--- config.mk ---
export PLATFORM = sky130hd
export DESIGN_NAME = alu_seq_ctrl
export DESIGN_NICKNAME = d
export VERILOG_FILES = /design/src/rtl/alu_seq_ctrl.sv
export SDC_FILE = /design/constraint.sdc
export NUM_CORES = 1
export LEC_CHECK = 0
export CELL_PAD_IN_SITES_DETAIL_PLACEMENT = 0
export CELL_PAD_IN_SITES_GLOBAL_PLACEMENT = 1
export CORE_MARGIN = 2
export CORE_UTILIZATION = 40
export CTS_BUF_LIST = sky130_fd_sc_hd__clkbuf_2
export DETAILED_ROUTE_END_ITERATION = 6
export HOLD_SLACK_MARGIN = 0.05
export PLACE_DENSITY = 0.95
export SYNTH_ARGS = -nofsm -noshare
export SYNTH_HDL_FRONTEND = slang
export SYNTH_SLANG_ARGS = --single-unit
--- constraint.sdc ---
create_clock -name clk -period 3.1 [get_ports clk]
set_clock_uncertainty 0.1 [all_clocks]
set_input_delay 0.62 -clock clk [delete_from_list [all_inputs] [get_ports clk]]
set_output_delay 0.62 -clock clk [all_outputs]
set_load 0.05 [all_outputs]
--- src/rtl/alu_seq_ctrl.sv ---
// Command sequencer for the keypad / register-bank / ALU datapath: LOAD writes keypad nibbles
// into a register, OP runs the ALU on two registers. Define KEY_TIMEOUT_EN to abort idle LOADs.
module alu_seq_ctrl #(
  parameter int          KEY_DIGITS  = 2,
  parameter logic [23:0] KEY_TIMEOUT = 24'd10_000_000
) (
  input  logic       clk,
  input  logic       rst_n,
  input  logic       cmd_valid,
  output logic       cmd_ready,
  input  logic       cmd_kind,
  input  logic [1:0] cmd_op,
  input  logic [1:0] cmd_src_a,
  input  logic [1:0] cmd_src_b,
  input  logic [1:0] cmd_dst,
  input  logic       key_valid,
  input  logic [3:0] key_code,
  output logic [1:0] rf_addr_a,
  output logic [1:0] rf_addr_b,
  output logic [1:0] rf_addr_wr,
  output logic [7:0] rf_wdata,
  output logic       rf_we,
  output logic [1:0] alu_sel,
  input  logic [7:0] alu_out,
  input  logic       alu_carry,
  input  logic       alu_zero,
  output logic       busy,
  output logic       done,
  output logic       err,
  output logic [7:0] result,
  output logic       flag_zero,
  output logic       flag_carry,
  output logic [2:0] dbg_state
);

  // Handshake: a command transfers on a rising edge where cmd_valid and cmd_ready are both high;
  // cmd_ready is low for the whole command, and cmd_valid seen while busy is dropped, never queued.
  typedef enum logic [2:0] {
    S_IDLE = 3'd0,
    S_KEY  = 3'd1,
    S_KWR  = 3'd2,
    S_RD   = 3'd3,
    S_EX   = 3'd4,
    S_WB   = 3'd5,
    S_DONE = 3'd6
  } state_t;

  localparam logic [1:0] LAST_DIGIT = 2'(KEY_DIGITS - 1);

  state_t     state_q, state_d;
  logic [1:0] op_q, op_d;
  logic [1:0] src_a_q, src_a_d;
  logic [1:0] src_b_q, src_b_d;
  logic [1:0] dst_q, dst_d;
  logic [1:0] digit_q, digit_d;
  logic [7:0] val_q, val_d;
  logic [7:0] val_shift;
  logic [1:0] rf_addr_wr_q, rf_addr_wr_d;
  logic [7:0] rf_wdata_q, rf_wdata_d;
  logic [7:0] result_q, result_d;
  logic       zero_q, zero_d;
  logic       carry_q, carry_d;
`ifdef KEY_TIMEOUT_EN
  logic [23:0] tmo_q, tmo_d;
  logic        err_q, err_d;
`endif

  assign val_shift = {val_q[3:0], key_code};

  always_comb begin
    state_d      = state_q;
    op_d         = op_q;
    src_a_d      = src_a_q;
    src_b_d      = src_b_q;
    dst_d        = dst_q;
    digit_d      = digit_q;
    val_d        = val_q;
    rf_addr_wr_d = rf_addr_wr_q;
    rf_wdata_d   = rf_wdata_q;
    result_d     = result_q;
    zero_d       = zero_q;
    carry_d      = carry_q;
`ifdef KEY_TIMEOUT_EN
    tmo_d        = tmo_q;
    err_d        = err_q;
`endif
    unique case (state_q)
      S_IDLE: begin
        if (cmd_valid) begin
          op_d    = cmd_op;
          src_a_d = cmd_src_a;
          src_b_d = cmd_src_b;
          dst_d   = cmd_dst;
          digit_d = 2'd0;
          val_d   = 8'h00;
`ifdef KEY_TIMEOUT_EN
          tmo_d   = 24'd0;
          err_d   = 1'b0;
`endif
          state_d = cmd_kind ? S_RD : S_KEY;
        end
      end
      S_KEY: begin
        if (key_valid) begin
          val_d   = val_shift;
          digit_d = digit_q + 2'd1;
`ifdef KEY_TIMEOUT_EN
          tmo_d   = 24'd0;
`endif
          // Write port registers are loaded on entry so they are valid during KWR and hold afterwards.
          if (digit_q == LAST_DIGIT) begin
            rf_addr_wr_d = dst_q;
            rf_wdata_d   = val_shift;
            state_d      = S_KWR;
          end
`ifdef KEY_TIMEOUT_EN
        end else if (tmo_q == KEY_TIMEOUT - 24'd1) begin
          err_d   = 1'b1;
          state_d = S_DONE;
        end else begin
          tmo_d = tmo_q + 24'd1;
`endif
        end
      end
      S_KWR: begin
        result_d = val_q;
        state_d  = S_DONE;
      end
      S_RD: state_d = S_EX;
      S_EX: begin
        result_d     = alu_out;
        zero_d       = alu_zero;
        carry_d      = alu_carry;
        rf_addr_wr_d = dst_q;
        rf_wdata_d   = alu_out;
        state_d      = S_WB;
      end
      S_WB:    state_d = S_DONE;
      S_DONE:  state_d = S_IDLE;
      default: state_d = S_IDLE;
    endcase
  end

  always_ff @(posedge clk or negedge rst_n) begin
    if (!rst_n) begin
      state_q      <= S_IDLE;
      op_q         <= 2'd0;
      src_a_q      <= 2'd0;
      src_b_q      <= 2'd0;
      dst_q        <= 2'd0;
      digit_q      <= 2'd0;
      val_q        <= 8'h00;
      rf_addr_wr_q <= 2'd0;
      rf_wdata_q   <= 8'h00;
      result_q     <= 8'h00;
      zero_q       <= 1'b0;
      carry_q      <= 1'b0;
    end else begin
      state_q      <= state_d;
      op_q         <= op_d;
      src_a_q      <= src_a_d;
      src_b_q      <= src_b_d;
      dst_q        <= dst_d;
      digit_q      <= digit_d;
      val_q        <= val_d;
      rf_addr_wr_q <= rf_addr_wr_d;
      rf_wdata_q   <= rf_wdata_d;
      result_q     <= result_d;
      zero_q       <= zero_d;
      carry_q      <= carry_d;
    end
  end

`ifdef KEY_TIMEOUT_EN
  always_ff @(posedge clk or negedge rst_n) begin
    if (!rst_n) begin
      tmo_q <= 24'd0;
      err_q <= 1'b0;
    end else begin
      tmo_q <= tmo_d;
      err_q <= err_d;
    end
  end
  assign err = err_q;
`else
  assign err = 1'b0;
`endif

  // Control strobes decode straight from state so reset kills rf_we without waiting for a clock.
  assign busy       = (state_q != S_IDLE);
  assign cmd_ready  = (state_q == S_IDLE);
  assign rf_we      = (state_q == S_KWR) || (state_q == S_WB);
  assign done       = (state_q == S_DONE);
  assign rf_addr_a  = src_a_q;
  assign rf_addr_b  = src_b_q;
  assign alu_sel    = op_q;
  assign rf_addr_wr = rf_addr_wr_q;
  assign rf_wdata   = rf_wdata_q;
  assign result     = result_q;
  assign flag_zero  = zero_q;
  assign flag_carry = carry_q;
  assign dbg_state  = state_q;

endmodule

==> results.json, run 1 <==
{
  "portion_of_netlist_area_occupied_by_mux_cells_pct": 17.6,
  "finalSetupViolations": 0,
  "netlist_instances": 160,
  "most_common_cell_in_the_netlist": "dfrtp_1",
  "critical_path.startpoint_type": "register",
  "post_cts_resize_count": 0,
  "edff_count_synth": 0,
  "global_route_wire_length_before_repair_um": 7350,
  "grt_pass1_vias": 1455,
  "vert_die_dim_um": 73.9,
  "drive_above_1_share_pct": 21.2,
  "cp_slowest_stage_delay_ps": 790,
  "gp_congestion": 0.758,
  "global_route.overflow_total": 0,
  "initial_utilization_pct": 41.4,
  "hold-worst-slack_ps": 190,
  "ctsHtreeMaxLevel": 2,
  "vias": 1511,
  "combinational_family_with_the_most_area_after_synthesis": "multiplexers",
  "vdd.ir_drop.worst_mv": 0.636,
  "post_synth_and_or_nand_nor_area_fraction_pct": 9.78,
  "netlist-cell-type-count": 32,
  "finalCritPeriodShare_pct": 91.7,
  "area.growth.synth_to_final_pct": 33.6,
  "ioPinCount": 61,
  "p_sw_uw": 1630,
  "post-cts-setup-buffer-count": 0,
  "cts-buffers-inserted": 5,
  "critical_path.endpoint_type": "output pin",
  "power_switching_share_pct": 49.2,
  "clock_root_buffer_master": "clkbuf_2",
  "synth_area_leaders": "dfrtp_1 (52%), mux2_2 (12%), o221ai_1 (7.2%)",
  "std_cell_rows": 25,
  "cts_hold_buf": 0,
  "max_cap_violation_count": 0,
  "pwr_density_cell_nw_per_um2": 1270,
  "syn_nets": 188,
  "fmax_mhz": 352,
  "dpl.hpwl_um": 3080,
  "clock_power_share_pct": 6.8,
  "yosys.area.top_type_share_pct": 52.4,
  "total_number_of_cells_along_the_worst_setup_path": 3,
  "critical_path_class": "reg2out",
  "regToRegEndpoint": "rf_wdata[4]",
  "crit_slowest_cell": "clkdlybuf4s50_1",
  "synthArstFlopShare_pct": 100,
  "ys_seq_area_share_pct": 52.4,
  "worstHoldPathType": "in2async",
  "yosys_warnings": 0,
  "pin_count_of_the_biggest_net_entering_global_routing": 42,
  "vias_per_cell": 5.32,
  "grt_usage_pct": 17.9,
  "cp_top_family": "buffers and inverters",
  "sequentialPowerShare_pct": 30.7,
  "timing_max_transition_violations_final": 0,
  "critPathRequiredTime_ps": 2380,
  "internal_power_uw": 1690,
  "ys_ff_latch": 41,
  "area_share_of_fa_ha_maj_cells_after_synthesis_pct": 0.639,
  "clkSinkCount": 41,
  "timing.reg2reg.worst_path_depth": 3,
  "synthesis.area_sq_um": 1960,
  "synth_top_flop_cell": "dfrtp_1",
  "initialDrtViolationCount": 159,
  "cp_num_buf_inv": 2,
  "critical_path_arrival_ps": 2120,
  "finish.net_count": 245,
  "synth.cells.most_frequent": "dfrtp_1 (41), mux2_2 (20), nand2_1 (16), o221ai_1 (16), nand3_1 (11)",
  "tightest_slew_ps": 906,
  "ff2ff_setup_slack_ps": 910,
  "yosysTopAreaCell": "dfrtp_1",
  "wirelength_um": 4400,
  "grt_setup_unrepaired": "no",
  "cp_cell_sequence": "nor3_2, inv_1, clkdlybuf4s50_1",
  "worst_r2r_startpoint": "dbg_state[2]",
  "number_of_buffers_inserted_by_port_buffering": 59,
  "tritoncts": "done",
  "power_frac_comb_pct": 62.5,
  "n_antenna_cell": 0,
  "outcome": "complete, no violations",
  "timing.final.crit_period_ps": 2840,
  "slew_headroom_pct": 39.6,
  "grt_antenna_before_repair": 0,
  "synthesis.area_per_instance_sq_um": 12.2,
  "clk_latency_worst_skew_pair_ps": 430,
  "cts_buffer_depth": 2,
  "synth_compound_gate_area_share_pct": 13.6,
  "hold_violations": 0,
  "crit_fanout": 21,
  "fp.dieArea_sq_um": 5470,
  "drt.antenna.violating_nets": 0,
  "fin_tns_setup_ps": 0,
  "routedWlPerCell_um": 15.5,
  "die_width_um": 73.9,
  "power.leakage_uw": 0.00113,
  "worst_setup_hold_path_clk_slew_ps": 200,
  "detail_route.first_pass.iterations": 4,
  "design.core.area_sq_um": 4720,
  "drc_markers": 0,
  "synthXorXnorAreaFrac_pct": 0.448
}
registers in the layout, summed over array words and instances, names as in the netlist:
| register | count |
|---|---|
| result | 8 |
| rf_wdata | 8 |
| val_q | 8 |
| dbg_state | 3 |
| alu_sel | 2 |
| digit_q | 2 |
| dst_q | 2 |
| rf_addr_a | 2 |
| rf_addr_b | 2 |
| rf_addr_wr | 2 |
| flag_carry | 1 |
| flag_zero | 1 |
logic make-up after synthesis:
kind of cell             Yosys count
adder cells (fa/ha/maj)            1
multiplexers                      28
AO/OA/AOI/OAI                     32
buffers and inverters             19
AND/OR/NAND/NOR                   37
other                              1
flip-flops                        41
XOR/XNOR                           1
cell type report:
type	instances	area, sq um
Timing Repair Buffer	64	618
Multi-Input combinational cell	100	833
Inverter	5	18.8
Clock buffer	6	30.0
Clock inverter	1	3.75
Sequential cell	41	1030
Fill cell	415	2110
Tap cell	67	83.8
how the worst max path moves through the flow:
stage,from,endpoint,slack (ps)
4_1_cts,dbg_state[2],busy,250
3_5_place_dp,cmd_valid,dst_q[1],730
2_1_floorplan,dbg_state[2],busy,260
3_3_place_gp,dbg_state[2],busy,740
5_1_grt,dbg_state[2],busy,100
6_report,dbg_state[2],busy,260
cells in the final DEF (no fill, tap or decap):
master | netlist | routed
a21oi_1 | 2 | 2
a21oi_4 | 1 | 1
a2bb2oi_1 | 8 | 8
buf_2 | 4 | 1
buf_4 | 1 | 7
clkbuf_2 | 0 | 6
clkdlybuf4s50_1 | 0 | 56
clkinv_1 | 1 | 2
conb_1 | 1 | 1
dfrtp_1 | 41 | 41
ha_1 | 1 | 1
inv_1 | 4 | 4
mux2_2 | 20 | 20
mux2_4 | 8 | 8
nand2_1 | 16 | 16
nand2b_1 | 1 | 1
nand3_1 | 11 | 11
nand4b_1 | 1 | 1
nand4bb_1 | 1 | 1
nor2_1 | 2 | 2
nor3_2 | 0 | 1
nor3b_1 | 1 | 1
nor4bb_1 | 1 | 1
o21ai_1 | 2 | 3
o221ai_1 | 16 | 16
o22ai_1 | 1 | 1
o32ai_1 | 1 | 1
or2_2 | 1 | 1
or4b_4 | 1 | 1
xor2_1 | 1 | 1
per-layer routing:
metal	global-route usage [%]	vias up	routed length, um
li1	-	705	-
met1	26.3	746	1990
met2	25.5	51	2050
met3	4.20	9	306
met4	7.27	0	59
met5	0	-	0
worst register-to-register path: stages, from the launching register on:
cell and delay [ps]:
dfrtp_1 760, nand2b_1 400, a21oi_4 450, mux2_2 390
through the flow:
step	cells	utilization [%]	setup slack [ps]	total power [uW]	cell area (sq um)
after detailed placement	277	54.6	729	3110	2580
after CTS	284	55.3	245	3340	2610
after global routing	284	55.3	96.4	3510	2610
after floorplan	160	-	265	2500	1960
final	284	55.3	257	3320	2610
after global placement	277	54.6	743	3080	2580
power groups by stage:
| stage | Clock, uW | Sequential [uW] | Combinational, uW |
|---|---|---|---|
| global route | 259 | 1060 | 2190 |
| global placement | 0 | 1020 | 2060 |
| CTS | 229 | 1020 | 2090 |
| detailed placement | 0 | 1030 | 2090 |
| finish | 227 | 1020 | 2070 |
| floorplan | 0 | 1580 | 927 |
No activity file was read; power rests on OpenSTA's default activity.
==> inputs of run 2 (changes only) <==
- CORE_UTILIZATION: 40 -> 30
- PLACE_DENSITY: 0.95 -> 0.79
==> run 2 against run 1 <==
Net effect: first-iteration DRC count shrank 33%; critical path depth is the same; non-clock buffer count shrank 2; cell count grew 2.8%; sequential power is essentially flat; combinational power is essentially flat; worst setup slack is essentially flat; utilization shrank 14 points; total power grew 2.1%; sequential share of layout area shrank 0.35 points; critical path type unchanged.
==> results.json, run 2 (synthesis results as in run 1) <==
{
  "multiInputGateArea_sq_um": 833,
  "n_antenna_cell": 0,
  "drive_above_1_share_pct": 20.9,
  "initial_utilization_pct": 31.0,
  "tightest_slew_ps": 910,
  "fmax_mhz": 352,
  "ctsHtreeMaxLevel": 2,
  "timing.reg2reg.worst_path_depth": 3,
  "cts_hold_buf": 0,
  "design_power_total_uw": 3390,
  "crit_slowest_cell": "dfrtp_1",
  "internal_power_uw": 1750,
  "timing.final.crit_period_ps": 2840,
  "slew_headroom_pct": 39.3,
  "global_route_wire_length_before_repair_um": 7520,
  "final_common_cell": "clkdlybuf4s50_1",
  "cts_buffer_depth": 2,
  "outcome": "complete, no violations",
  "cts-buffers-inserted": 5,
  "sequential_cell_area_sq_um": 1030,
  "grt_pass1_vias": 1447,
  "drc_markers": 0,
  "fin_tns_setup_ps": 0,
  "post-cts-setup-buffer-count": 0,
  "grt_usage_pct": 13.2,
  "dpl.hpwl_um": 3110,
  "area.growth.synth_to_final_pct": 34.8,
  "pin_count_of_the_biggest_net_entering_global_routing": 42,
  "critical_path_arrival_ps": 2120,
  "worstHoldPathType": "in2async",
  "clock_root_buffer_master": "clkbuf_2",
  "critical_path_class": "reg2out",
  "clk_latency_worst_skew_pair_ps": 390,
  "sequentialPowerShare_pct": 29.6,
  "tritoncts": "done",
  "wirelength_um": 4570,
  "post_cts_resize_count": 0,
  "clock_power_share_pct": 8.9,
  "vias_per_cell": 5.21,
  "power.leakage_uw": 0.00113,
  "ioPinCount": 61,
  "detail_route.first_pass.iterations": 4,
  "critPathRequiredTime_ps": 2380,
  "worst_r2r_startpoint": "dbg_state[2]",
  "regToRegEndpoint": "rf_wdata[6]",
  "vert_die_dim_um": 84.8,
  "finish.net_count": 243,
  "design.core.area_sq_um": 6310,
  "filler_cell_count": 644,
  "grt_setup_unrepaired": "no",
  "p_sw_uw": 1640,
  "vias": 1521,
  "worst_setup_hold_path_clk_slew_ps": 190,
  "timing_max_transition_violations_final": 0,
  "max_cap_violation_count": 0,
  "finalCritPeriodShare_pct": 91.7,
  "power_frac_comb_pct": 61.5,
  "power_switching_share_pct": 48.3,
  "fp.dieArea_sq_um": 7190,
  "routedWlPerCell_um": 15.7,
  "hold-worst-slack_ps": 225,
  "pwr_density_cell_nw_per_um2": 1280,
  "die_width_um": 84.8,
  "crit_fanout": 21,
  "gp_congestion": 0.755,
  "cp_slowest_stage_delay_ps": 790,
  "critical_path.endpoint_type": "output pin",
  "initialDrtViolationCount": 106,
  "hold_violations": 0,
  "ff2ff_setup_slack_ps": 870,
  "critical_path.startpoint_type": "register",
  "grt_antenna_before_repair": 0,
  "most-common-layout-cells": "clkdlybuf4s50_1 (56), dfrtp_1 (41), mux2_2 (20)",
  "vdd.ir_drop.worst_mv": 0.687,
  "drt.antenna.violating_nets": 0,
  "std_cell_rows": 29,
  "finalSetupViolations": 0,
  "number_of_buffers_inserted_by_port_buffering": 59,
  "fin_util_pct": 41.8,
  "global_route.overflow_total": 0,
  "clkSinkCount": 41,
  "cp_cell_sequence": "nor3_2, inv_1, clkdlybuf4s50_1"
}
run 2: cell types whose count changed in the layout (fill, tap and decap cells not counted):
cell | before | now
clkinv_2 | 0 | 1
bufinv_16 | 0 | 1
buf_4 | 7 | 5
clkinv_1 | 2 | 1
clkbuf_2 | 6 | 5
run 2: power by group through the flow:
stage / clock [uW] / sequential [uW] / combinational [uW]
floorplan: 0 / 1580 / 927
global placement: 0 / 1010 / 2080
detailed placement: 0 / 1010 / 2100
CTS: 314 / 1000 / 2100
global route: 335 / 1050 / 2210
finish: 303 / 1000 / 2080
run 2: final cells by class:
class	count	share of cell area, %
clock buffers	5	0.949
multi-input cells	100	31.6
inverters	5	0.712
well taps	77	3.65
flip-flops and latches	41	38.9
repair buffers	62	22.9
clock inverters	2	1.33
run 2: metrics by stage:
step	cell area (sq um)	setup slack, ps	std cells
2_1_floorplan	1960	265	160
3_3_place_gp	2580	723	285
3_5_place_dp	2580	715	285
4_1_cts	2640	248	292
5_1_grt	2640	95.4	292
6_report	2640	257	292
run 2: per-layer routing:
| layer | global-route usage [%] | up-vias | share of wire, % |
|---|---|---|---|
| met5 | 0 | - | 0 |
| met4 | 3.46 | 0 | 1.3 |
| met3 | 3.74 | 5 | 7.9 |
| met2 | 19.5 | 64 | 47 |
| met1 | 19.0 | 744 | 44 |
| li1 | - | 708 | - |
run 2: worst max-delay path by stage:
| stage | start | end | cells past startpoint |
|---|---|---|---|
| floorplan | dbg_state[2] | busy | 4 |
| global placement | dbg_state[2] | busy | 3 |
| detailed placement | dbg_state[2] | busy | 3 |
| CTS | dbg_state[2] | busy | 3 |
| global route | dbg_state[2] | busy | 3 |
| finish | dbg_state[2] | busy | 3 |
run 2: critical path: cells and delay by family, from the launching register on:
kind | cells | cell delay [ps]
buffers and inverters | 2 | 860
flip-flops | 1 | 790
AND/OR/NAND/NOR | 1 | 80
==> inputs of run 3 (changes only) <==
- CORE_ASPECT_RATIO: not set -> 1.1
==> run 3 against run 2 <==
Net effect: die area barely moved; count of clock-buffer cells in the layout rose by 1; critical path depth did not move; largest power group unchanged; non-clock buffer count rose by 1; utilization rose by 0.79 points.
==> results.json, run 3 (synthesis results as in run 1) <==
{
  "detail_route.first_pass.iterations": 5,
  "crit_fanout": 21,
  "gp_congestion": 0.774,
  "vert_die_dim_um": 88.7,
  "vias_per_cell": 5.05,
  "worstSetupStartpoint": "dbg_state[2]",
  "wirelength_um": 4650,
  "grt_pass1_vias": 1483,
  "critical_path_arrival_ps": 2140,
  "drt.antenna.violating_nets": 0,
  "n_antenna_cell": 0,
  "critical_path.endpoint_type": "output pin",
  "max_cap_violation_count": 0,
  "timing.final.crit_period_ps": 2860,
  "timing.reg2reg.worst_path_depth": 3,
  "grt_antenna_before_repair": 0,
  "cts_buffer_depth": 2,
  "finish.net_count": 244,
  "final_common_cell": "clkdlybuf4s50_1",
  "die_width_um": 81.0,
  "fmax_mhz": 349,
  "initial_utilization_pct": 31.4,
  "ctsHtreeMaxLevel": 2,
  "power.leakage_uw": 0.00114,
  "area.growth.synth_to_final_pct": 35.5,
  "vdd.ir_drop.worst_mv": 0.589,
  "vias": 1499,
  "worst_r2r_startpoint": "dbg_state[2]",
  "number_of_buffers_inserted_by_port_buffering": 59,
  "finalSetupViolations": 0,
  "global_route_wire_length_before_repair_um": 7600,
  "timing_max_transition_violations_final": 0,
  "clock_root_buffer_master": "clkbuf_2",
  "dpl.hpwl_um": 3130,
  "drive_above_1_share_pct": 21.2,
  "fp.dieArea_sq_um": 7190,
  "design.core.area_sq_um": 6230,
  "grt_usage_pct": 14.0,
  "fin_util_pct": 42.6,
  "clkSinkCount": 41,
  "std_cell_rows": 30,
  "routedWlPerCell_um": 15.7,
  "ioPinCount": 61,
  "ff2ff_setup_slack_ps": 850,
  "critical_path_class": "reg2out",
  "tritoncts": "done",
  "design_power_total_uw": 3410,
  "grt_setup_unrepaired": "no",
  "initialDrtViolationCount": 138,
  "cts_hold_buf": 0,
  "drc_markers": 0,
  "pwr_density_cell_nw_per_um2": 1290,
  "post-cts-setup-buffer-count": 0,
  "critPathRequiredTime_ps": 2380,
  "most-common-layout-cells": "clkdlybuf4s50_1 (56), dfrtp_1 (41), mux2_2 (20)",
  "fin_tns_setup_ps": 0,
  "slew_headroom_pct": 38.2,
  "critical_path.startpoint_type": "register",
  "finalCritPeriodShare_pct": 92.4,
  "tightest_slew_ps": 927,
  "filler_cell_count": 625,
  "hold_violations": 0,
  "cts-buffers-inserted": 5,
  "clk_latency_worst_skew_pair_ps": 410,
  "post_cts_resize_count": 0,
  "worst_setup_hold_path_clk_slew_ps": 210,
  "worstHoldPathType": "in2async",
  "outcome": "complete, no violations",
  "pin_count_of_the_biggest_net_entering_global_routing": 42,
  "global_route.overflow_total": 0
}
-- run 3: path summary, 6_finish.rpt --
| check | to |
|---|---|
| max in group asynchronous | digit_q[1] |
| hold / removal | rf_wdata[4] |
| hold reg to reg | digit_q[0] |
| min in group clk | digit_q[0] |
| setup / recovery | busy |
| setup reg to reg | rf_wdata[5] |
-- run 3: power breakdown --
group / total (uW) / internal, uW / switching [uW]
Clock: 310 / 138 / 172
Combinational: 2090 / 848 / 1250
Sequential: 1000 / 782 / 222
-- run 3: critical path, cell delays in order (launching register included) --
cell	delay, ps
dfrtp_1	800
nor3_2	90
inv_1	70
clkdlybuf4s50_1	790
-- run 3: layout make-up --
| cell class | instances | area (sq um) | share of cell area [%] |
|---|---|---|---|
| Timing Repair Buffer | 63 | 611 | 23.0 |
| Sequential cell | 41 | 1030 | 38.7 |
| Tap cell | 80 | 100 | 3.77 |
| Multi-Input combinational cell | 100 | 833 | 31.4 |
| Clock buffer | 6 | 30.0 | 1.13 |
| Clock inverter | 2 | 33.8 | 1.27 |
| Inverter | 5 | 18.8 | 0.708 |
-- run 3: metal layers --
layer  part of all wire (%)  vias to the layer above  GRT usage (%)
li1                       -                      702              -
met1                     45                      746           19.9
met2                     47                       45           19.8
met3                    6.1                        6           4.39
met4                    1.3                        0           5.24
met5                      0                        -              0
-- run 3: through the flow --
stage	instance area, sq um	std cells	setup WS, ps	hold WS (ps)
after floorplan	1960	160	265	224
after global placement	2590	289	707	372
after detailed placement	2590	289	689	378
after CTS	2650	297	212	240
after global routing	2650	297	98.1	265
final	2650	297	237	223
==> variant (settings of run 2) <==
Add a define of `KEY_TIMEOUT_EN`.
--- a/src/rtl/alu_seq_ctrl.sv
+++ b/src/rtl/alu_seq_ctrl.sv
@@ -1,5 +1,7 @@
 // Command sequencer for the keypad / register-bank / ALU datapath: LOAD writes keypad nibbles
 // into a register, OP runs the ALU on two registers. Define KEY_TIMEOUT_EN to abort idle LOADs.
+`define KEY_TIMEOUT_EN
+
 module alu_seq_ctrl #(
   parameter int          KEY_DIGITS  = 2,
   parameter logic [23:0] KEY_TIMEOUT = 24'd10_000_000
Behaviour: same outputs for any inputs over 10 cycles, from zero or initial values and one cycle with rst_n low; that may be too few to reach the edited logic, so the function may still have changed.
==> variant against run 2 <==
- clock power is 40% higher
- final area is 54% higher
- wire length is 78% higher
- worst hold slack worse by 69 ps
- combinational power is 15% higher
- cell count is 82% higher
- sequential cell count is 25 higher
- area after synthesis is 64% higher
- maximum frequency is 1.9% lower
- largest power group unchanged
- worst setup slack worse by 56 ps
- power is 22% higher
==> variant: results (changes against run 2) <==
routed len/inst=15.3 um (-2.4%); Final nets=419 (+72%); result of the run=complete, no violations; Adder-Cell Fraction of Synth Area=0.00779 (+0.00139); Worst-Skew Late Latency=510 ps (+120 ps); total clock buffers created by CTS=9 (+4); Max IR drop VDD=0.000693 V (+0.81%); total leakage power=0.00167 uW (+48%); detailed-placement wirelength estimate=5.73 mm (+85%); maximum number of pins on one net before global-route repair=67 (+60%); synth unique cells=38 (+19%); endpoint of the worst-slack reg-to-reg timing path=tmo_q[15]$_DFFE_PN0P_; global placer's final weighted congestion=0.800 (+5.9%); number of global-route vias before repair=2743 (+90%); Max Fanout on Critical Path=8 (-62%); post-synthesis xor/xnor area fraction=0.0327 (+0.0282); global-route wire length before repair=14.1 mm (+88%); Worst EP arrival=2180 ps (+60 ps); nets in the synthesized netlist=355 (+89%); Fillers=1064 (+65%); Critical-path top delay cell=sky130_fd_sc_hd__clkdlybuf4s50_1; top post-synthesis cells by count=sky130_fd_sc_hd__dfrtp_1 (66), sky130_fd_sc_hd__nand2_1 (34), sky130_fd_sc_hd__nor2_1 (32); gate count after technology mapping=326 (+100%); cell types occupying the most area after synthesis=sky130_fd_sc_hd__dfrtp_1 (51%), sky130_fd_sc_hd__a21oi_1 (4.4%), sky130_fd_sc_hd__mux2_2 (4.2%), sky130_fd_sc_hd__nand2_1 (4.0%), sky130_fd_sc_hd__nor2_1 (3.7%); WL final=8.11 mm (+78%); per-cell via count in the routed design=5.07 (-2.6%); register-to-register setup slack=680 ps (-190 ps); mux cell area share after synthesis=0.0670 (-0.110); CTS H-Tree Depth=3 (+1); GR Util All Layers=0.155 (+0.0230); number of flip-flops under the largest register name=24; Post-Place Cells=515 (+81%); layout cells sized above 1=0.114 (-0.0954); number of cells on the worst reg-to-reg path=5 (+2); post-synthesis compound-gate area fraction=0.142 (+0.00589); max-slew headroom at the worst pin=0.428 (+0.0347); Port Buf Inserts=60 (+1.7%); Async SR Flop Fraction=1.00 (unchanged)
variant: changes by cell type in the layout (fill, tap and decap cells not counted), moves of 11 or more:
cell                       change
sky130_fd_sc_hd__nor2_1       +30
sky130_fd_sc_hd__dfrtp_1      +25
sky130_fd_sc_hd__xor2_1       +11
sky130_fd_sc_hd__o221ai_1     -16
sky130_fd_sc_hd__o21ai_0      +19
sky130_fd_sc_hd__a21oi_1      +26
sky130_fd_sc_hd__o22ai_1      +16
sky130_fd_sc_hd__nand2_1      +18
variant: area by class of cell:
cell class | instances | area [um2] | area share
sequential | 66 | 1650 | 0.407
multi-input combinational | 237 | 1460 | 0.359
timing repair buffer | 69 | 668 | 0.165
tap | 136 | 170 | 0.0420
clock buffer | 10 | 50.0 | 0.0123
clock inverter | 6 | 33.8 | 0.00833
inverter | 7 | 26.3 | 0.00648
variant: how the worst max path moves through the flow:
stage	to
after global placement	tmo_q[9]$_DFFE_PN0P_
after detailed placement	tmo_q[7]$_DFFE_PN0P_
after CTS	done
final	done
after global routing	done
after floorplan	rf_we
variant: logic make-up after synthesis:
| group | Yosys count |
|---|---|
| flops | 66 |
| xor+xnor | 12 |
| mux | 20 |
| compound gates | 77 |
| fa+ha+maj | 2 |
| simple gates | 126 |
| buf+inv | 23 |
variant: worst register-to-register path, cell delays in order, from the launching register on:
cell and delay [ps]:
sky130_fd_sc_hd__dfrtp_1 590, sky130_fd_sc_hd__or2_1 470, sky130_fd_sc_hd__nor3_2 140, sky130_fd_sc_hd__nor2_1 550, sky130_fd_sc_hd__buf_4 370, sky130_fd_sc_hd__nor2_1 90
variant: metrics by stage:
stage                     hold WS, ps  worst slack [ps]  instance area (um2)  total power [uW]  utilization
after floorplan                   224               248                 3210              2950            -
after global placement            363               446                 3970              3710        0.383
after detailed placement          375               404                 3970              3740        0.383
after CTS                         173               114                 4060              4180        0.391
after global routing              189              33.2                 4060              4420        0.391
final                             156               201                 4060              4140        0.391
variant: report_power, final:
| part | leakage, uW | switching, uW | total, uW | internal, uW |
|---|---|---|---|---|
| Sequential | 0.000847 | 210 | 1330 | 1120 |
| Clock | 0.0000551 | 322 | 423 | 101 |
| Combinational | 0.000770 | 1530 | 2390 | 856 |
variant: per-layer routing:
layer | wire length (um) | vias to the layer above | GRT usage
li1 | - | 1310 | -
met1 | 3780 | 1308 | 0.208
met2 | 3760 | 71 | 0.239
met3 | 506 | 5 | 0.0569
met4 | 60 | 0 | 0.0330
met5 | 0 | - | 0
